`config.mk`:
```
export PLATFORM = sky130hd
export DESIGN_NAME = cook_timer_controller
export DESIGN_NICKNAME = d
export VERILOG_FILES = /design/src/rtl/cook_timer_controller.sv
export SDC_FILE = /design/constraint.sdc
export NUM_CORES = 1
export LEC_CHECK = 0
export BUFFER_PORTS_ARGS = -buffer_cell sky130_fd_sc_hd__buf_2
export CAP_MARGIN = 10
export CORE_MARGIN = 2
export CORE_UTILIZATION = 57
export CTS_CLUSTER_DIAMETER = 30
export CTS_CLUSTER_SIZE = 25
export DETAILED_ROUTE_END_ITERATION = 16
export PLACE_DENSITY = 0.78
export SLEW_MARGIN = 40
export SYNTH_ARGS = -nofsm -noshare
export SYNTH_HDL_FRONTEND = slang
export SYNTH_SLANG_ARGS = --single-unit
```
`constraint.sdc`:
```
create_clock -name clk -period 3 [get_ports clk]
set_clock_uncertainty 0.2 [all_clocks]
set_input_delay 0.75 -clock clk [delete_from_list [all_inputs] [get_ports clk]]
set_output_delay 0.75 -clock clk [all_outputs]
set_load 0.005 [all_outputs]
```
`src/rtl/cook_timer_controller.sv`:
```
// Cook timer sequencer: keypad digit entry into an MM:SS BCD register, 1 Hz countdown with start/stop/door control.
// Optional macro DONE_ALARM_EN: `done` alarm toggles per tick and self-clears after DONE_TICKS ticks.
module cook_timer_controller #(
  parameter int DONE_TICKS  = 3,
  parameter int SYNC_STAGES = 2
) (
  input  logic       clk,
  input  logic       clear,
  input  logic       load,
  input  logic [3:0] digit,
  input  logic       pgt_1hz,
  input  logic       startn,
  input  logic       stopn,
  input  logic       door_closed,
  output logic [3:0] sec_ones,
  output logic [3:0] sec_tens,
  output logic [3:0] min_ones,
  output logic [3:0] min_tens,
  output logic       running,
  output logic       done
);

  if (SYNC_STAGES < 2 || DONE_TICKS < 1) begin : g_param_check
    $error("cook_timer_controller: SYNC_STAGES must be >= 2 and DONE_TICKS >= 1");
  end

  typedef enum logic [2:0] {IDLE, ENTRY, RUN, PAUSE, DONE} state_t;

  state_t      state, state_next;
  logic [15:0] tmr, tmr_next;
  logic        done_next;

  logic [SYNC_STAGES-1:0] load_sync, start_sync, stop_sync, door_sync, tick_sync;
  logic [3:0]             digit_sync [SYNC_STAGES];
  logic                   load_prev, start_prev, stop_prev, tick_prev;

  // NOTE: every flop, including the digit pipeline array, is reset so no X can reach the events.
  always_ff @(posedge clk or posedge clear) begin
    if (clear) begin
      load_sync  <= '0;
      start_sync <= '1;
      stop_sync  <= '1;
      door_sync  <= '0;
      tick_sync  <= '0;
      for (int i = 0; i < SYNC_STAGES; i++) digit_sync[i] <= '0;
      load_prev  <= 1'b0;
      start_prev <= 1'b1;
      stop_prev  <= 1'b1;
      tick_prev  <= 1'b0;
    end else begin
      // NOTE: non-blocking assignments make every stage sample the previous stage's old value.
      load_sync  <= {load_sync[SYNC_STAGES-2:0], load};
      start_sync <= {start_sync[SYNC_STAGES-2:0], startn};
      stop_sync  <= {stop_sync[SYNC_STAGES-2:0], stopn};
      door_sync  <= {door_sync[SYNC_STAGES-2:0], door_closed};
      tick_sync  <= {tick_sync[SYNC_STAGES-2:0], pgt_1hz};
      digit_sync[0] <= digit;
      for (int i = 1; i < SYNC_STAGES; i++) digit_sync[i] <= digit_sync[i-1];
      load_prev  <= load_sync[SYNC_STAGES-1];
      start_prev <= start_sync[SYNC_STAGES-1];
      stop_prev  <= stop_sync[SYNC_STAGES-1];
      tick_prev  <= tick_sync[SYNC_STAGES-1];
    end
  end

  logic       load_ev, start_ev, stop_ev, tick, door_ok, digit_ok;
  logic [3:0] digit_now;

  assign load_ev   = load_sync[SYNC_STAGES-1] & ~load_prev;
  assign start_ev  = ~start_sync[SYNC_STAGES-1] & start_prev;
  assign stop_ev   = ~stop_sync[SYNC_STAGES-1] & stop_prev;
  assign tick      = tick_sync[SYNC_STAGES-1] & ~tick_prev;
  assign door_ok   = door_sync[SYNC_STAGES-1];
  assign digit_now = digit_sync[SYNC_STAGES-1];
  assign digit_ok  = (digit_now <= 4'd9);

  // Entered seconds above 59 are not normalised; only a borrow into a zero digit wraps.
  function automatic logic [15:0] bcd_dec(input logic [15:0] t);
    logic [15:0] r;
    r = t;
    if (t[3:0] != 4'd0) r[3:0] = t[3:0] - 4'd1;
    else begin
      r[3:0] = 4'd9;
      if (t[7:4] != 4'd0) r[7:4] = t[7:4] - 4'd1;
      else begin
        r[7:4] = 4'd5;
        if (t[11:8] != 4'd0) r[11:8] = t[11:8] - 4'd1;
        else begin
          r[11:8]  = 4'd9;
          r[15:12] = t[15:12] - 4'd1;
        end
      end
    end
    return r;
  endfunction

  logic [15:0] tmr_dec;
  assign tmr_dec = bcd_dec(tmr);

`ifdef DONE_ALARM_EN
  localparam int CW = (DONE_TICKS > 1) ? $clog2(DONE_TICKS) : 1;
  logic [CW-1:0] alarm_cnt, alarm_cnt_next;
`endif

  // NOTE: all outputs of this block get a default first so no latches are inferred.
  always_comb begin
    state_next = state;
    tmr_next   = tmr;
    done_next  = 1'b0;
`ifdef DONE_ALARM_EN
    alarm_cnt_next = alarm_cnt;
`endif
    unique case (state)
      IDLE: begin
        tmr_next = '0;
        if (load_ev && digit_ok) begin
          tmr_next   = {12'h000, digit_now};
          state_next = ENTRY;
        end
      end
      ENTRY: begin
        if (stop_ev) begin
          tmr_next   = '0;
          state_next = IDLE;
        end else if (start_ev && door_ok && tmr != '0) begin
          state_next = RUN;
        end else if (load_ev && digit_ok) begin
          tmr_next = {tmr[11:0], digit_now};
        end
      end
      RUN: begin
        if (stop_ev || !door_ok) begin
          state_next = PAUSE;
        end else if (tick) begin
          tmr_next = tmr_dec;
          if (tmr_dec == '0) begin
            state_next = DONE;
            done_next  = 1'b1;
`ifdef DONE_ALARM_EN
            alarm_cnt_next = '0;
`endif
          end
        end
      end
      PAUSE: begin
        if (stop_ev) begin
          tmr_next   = '0;
          state_next = IDLE;
        end else if (start_ev && door_ok) begin
          state_next = RUN;
        end
      end
      DONE: begin
        tmr_next  = '0;
        done_next = done;
        if (stop_ev) begin
          state_next = IDLE;
          done_next  = 1'b0;
        end else if (load_ev && digit_ok) begin
          tmr_next   = {12'h000, digit_now};
          state_next = ENTRY;
          done_next  = 1'b0;
        end
`ifdef DONE_ALARM_EN
        else if (tick) begin
          if (alarm_cnt == CW'(DONE_TICKS - 1)) begin
            state_next = IDLE;
            done_next  = 1'b0;
          end else begin
            alarm_cnt_next = alarm_cnt + 1'b1;
            done_next      = ~done;
          end
        end
`endif
      end
      default: begin
        tmr_next   = '0;
        state_next = IDLE;
      end
    endcase
  end

  always_ff @(posedge clk or posedge clear) begin
    if (clear) begin
      state   <= IDLE;
      tmr     <= '0;
      running <= 1'b0;
      done    <= 1'b0;
`ifdef DONE_ALARM_EN
      alarm_cnt <= '0;
`endif
    end else begin
      state   <= state_next;
      tmr     <= tmr_next;
      running <= (state_next == RUN);
      done    <= done_next;
`ifdef DONE_ALARM_EN
      alarm_cnt <= alarm_cnt_next;
`endif
    end
  end

  assign {min_tens, min_ones, sec_tens, sec_ones} = tmr;

endmodule

```
==> impl_metrics.json <==
{
  "synth.most_common_cell": "dfrtp_1",
  "finalCritPeriodShare": 0.821,
  "post_cts_buffers": 0,
  "async_flop_share": 1.00,
  "power_uw": 2520,
  "start_util": 0.598,
  "place_congestion": 0.946,
  "dp.cells": 277,
  "rows": 22,
  "ys_types": 60,
  "tightest_slew_ns": 0.637,
  "avgViaCountPerCell": 6.13,
  "busiest_layer": "met2",
  "ir_worst_vdd_uv": 451,
  "hold_class": "register to register",
  "synth-edff-count": 0,
  "drt-initial-drc-count": 237,
  "slew_headroom": 0.576,
  "avgSynthCellArea_um2": 10.7,
  "htree_levels": 2,
  "routedWlPerCell_um": 16.1,
  "die_x_um": 66.5,
  "power.density_nw_per_um2": 1010,
  "criticalPathCategory": "register to register",
  "grtUsageMet2": 0.366,
  "worstPathArrival_ns": 2.43,
  "hold_viol_final": 0,
  "synth_largest_area_cell": "dfrtp_1",
  "grtUsageTotal": 0.241,
  "vias": 1748,
  "cts_root_buf": "clkbuf_8",
  "cts_made_buffers": 5,
  "post-route-min-period_ns": 2.46,
  "grt_setup_unrepaired": "false",
  "portBuffers": 28,
  "grt_max_degree": 44,
  "dr.pass1.iters": 4,
  "die_y_um": 66.5,
  "pin_count": 29,
  "synth_top_area_frac": 0.416,
  "clock.fmax_ghz": 0.406,
  "synth_seq_cells": 43,
  "dieArea_um2": 4420,
  "synth.top_cells.by_area": "dfrtp_1 (42%), dfstp_2 (7.1%), o2bb2ai_1 (3.9%)",
  "critPathCaptureType": "register",
  "maxCapViolCount": 0,
  "grt_pass1_vias": 1573,
  "clock_sinks": 43,
  "overflow": 0,
  "drc": 0,
  "start_kind": "register",
  "use_met3": 0.0591,
  "outcome": "finished, final reports clean",
  "nFillCells": 300,
  "post_cts_resized": 0,
  "wl_mm": 4.59,
  "crit_fanout": 7,
  "areaGrowthSynthToFinish_pct": 11.6,
  "path_clk_slew_ns": 0.09,
  "hold_buffers": 0,
  "cts_tree": "done",
  "drive_above_1_share": 0.283,
  "yosys_warnings": 0,
  "antenna_left": 0,
  "stdcell_count": 285,
  "antenna_found_initial": 0,
  "grt_pass1_wl_mm": 7.80,
  "num-nets-final": 249,
  "clk_latency_ns": 0.30,
  "use_met1": 0.331,
  "synth_commonest_cells": "dfrtp_1 (37), nor2_1 (15), a21oi_1 (14), o21ai_0 (13)",
  "diodes": 0,
  "syn_nets": 220,
  "cts.path.max_buffers": 2,
  "yosysSeqAreaShare": 0.487,
  "dpl.hpwl_mm": 3.14,
  "ys.flop_type": "dfrtp_1",
  "final-setup-viol-count": 0,
  "fin_setup_tns_ns": 0,
  "final_max_slew_viol_count": 0,
  "core_area_um2": 3720,
  "synthCells": 207,
  "leakagePower_uw": 0.00107,
  "synth.cell_area_um2": 2220,
  "worstPathRequired_ns": 2.96
}
## where the power goes
| group | leakage [µW] | switching, µW | internal (µW) | total [µW] |
|---|---|---|---|---|
| registers | 0.000535 | 161 | 684 | 845 |
| logic | 0.000478 | 683 | 507 | 1190 |
| clock network | 0.0000618 | 207 | 274 | 481 |
| total | 0.00107 | 1050 | 1460 | 2520 |
## placed cells by master, fill, tap and decap left out, types with 7 or more instances in the layout
| cell type | Yosys | routed |
|---|---|---|
| dfrtp_1 | 37 | 37 |
| buf_2 | 1 | 28 |
| nor2_1 | 15 | 15 |
| a21oi_1 | 14 | 14 |
| o21ai_0 | 13 | 13 |
| nor3_1 | 11 | 11 |
| inv_1 | 11 | 10 |
| o2bb2ai_1 | 10 | 10 |
| nand2_1 | 7 | 7 |
## flip-flops by register name, summed over array words and instances (netlist names), 2 cells and up
| register | cells |
|---|---|
| stop_sync | 2 |
| load_sync | 2 |
| digit_sync | 4 |
| door_sync | 2 |
| digit_now | 4 |
| tick_sync | 2 |
| tmr | 16 |
| start_sync | 2 |
| state | 3 |
## through the flow
step	utilization	area [µm²]	hold slack (ns)	setup WS [ns]
6_report	0.668	2480	0.152	0.538
5_1_grt	0.668	2480	0.159	0.416
4_1_cts	0.668	2480	0.154	0.568
3_5_place_dp	0.635	2360	0.135	0.619
3_3_place_gp	0.635	2360	0.133	0.649
2_1_floorplan	-	2220	0.131	0.689
## routing by layer
| metal | up-vias | wire (µm) |
|---|---|---|
| met3 | 12 | 267 |
| li1 | 831 | - |
| met4 | 0 | 99 |
| met5 | - | 0 |
| met2 | 66 | 2150 |
| met1 | 839 | 2080 |
## worst paths after layout
check	startpoint	endpoint	slack [ns]	cells after the start
worst max-delay path	tmr[7]	running	0.54	5
min in group asynchronous	clear	tick_prev	0.35	3
worst min-delay path	digit_sync[6]	digit_now[2]	0.15	0
worst max register to register	tmr[7]	running	0.54	5
worst min register to register	digit_sync[6]	digit_now[2]	0.15	0
max in group asynchronous	clear	start_sync[0]	1.87	3
## area by class of cell
| type | count | area (µm²) | area share |
|---|---|---|---|
| Multi-Input combinational cell | 142 | 998 | 0.402 |
| Timing Repair Buffer | 33 | 178 | 0.0716 |
| Inverter | 11 | 41.3 | 0.0166 |
| Clock inverter | 2 | 38.8 | 0.0156 |
| Tap cell | 48 | 60.1 | 0.0242 |
| Sequential cell | 43 | 1080 | 0.436 |
| Clock buffer | 6 | 82.6 | 0.0333 |
## cells by family after synthesis
group           after synthesis  synth area share
compound gates               69             0.228
xor+xnor                      1           0.00394
fa+ha+maj                     2            0.0113
buf+inv                      22            0.0636
flops                        43             0.487
mux                           4            0.0231
simple gates                 66             0.182
## critical path, stage by stage (launching register included)
cell	delay, ns
dfrtp_1	0.45
nor3_1	0.46
and4_1	0.32
mux2_2	0.35
nor4_2	0.42
nor3_1	0.12
Note: power is estimated with default switching activity, not from simulation.
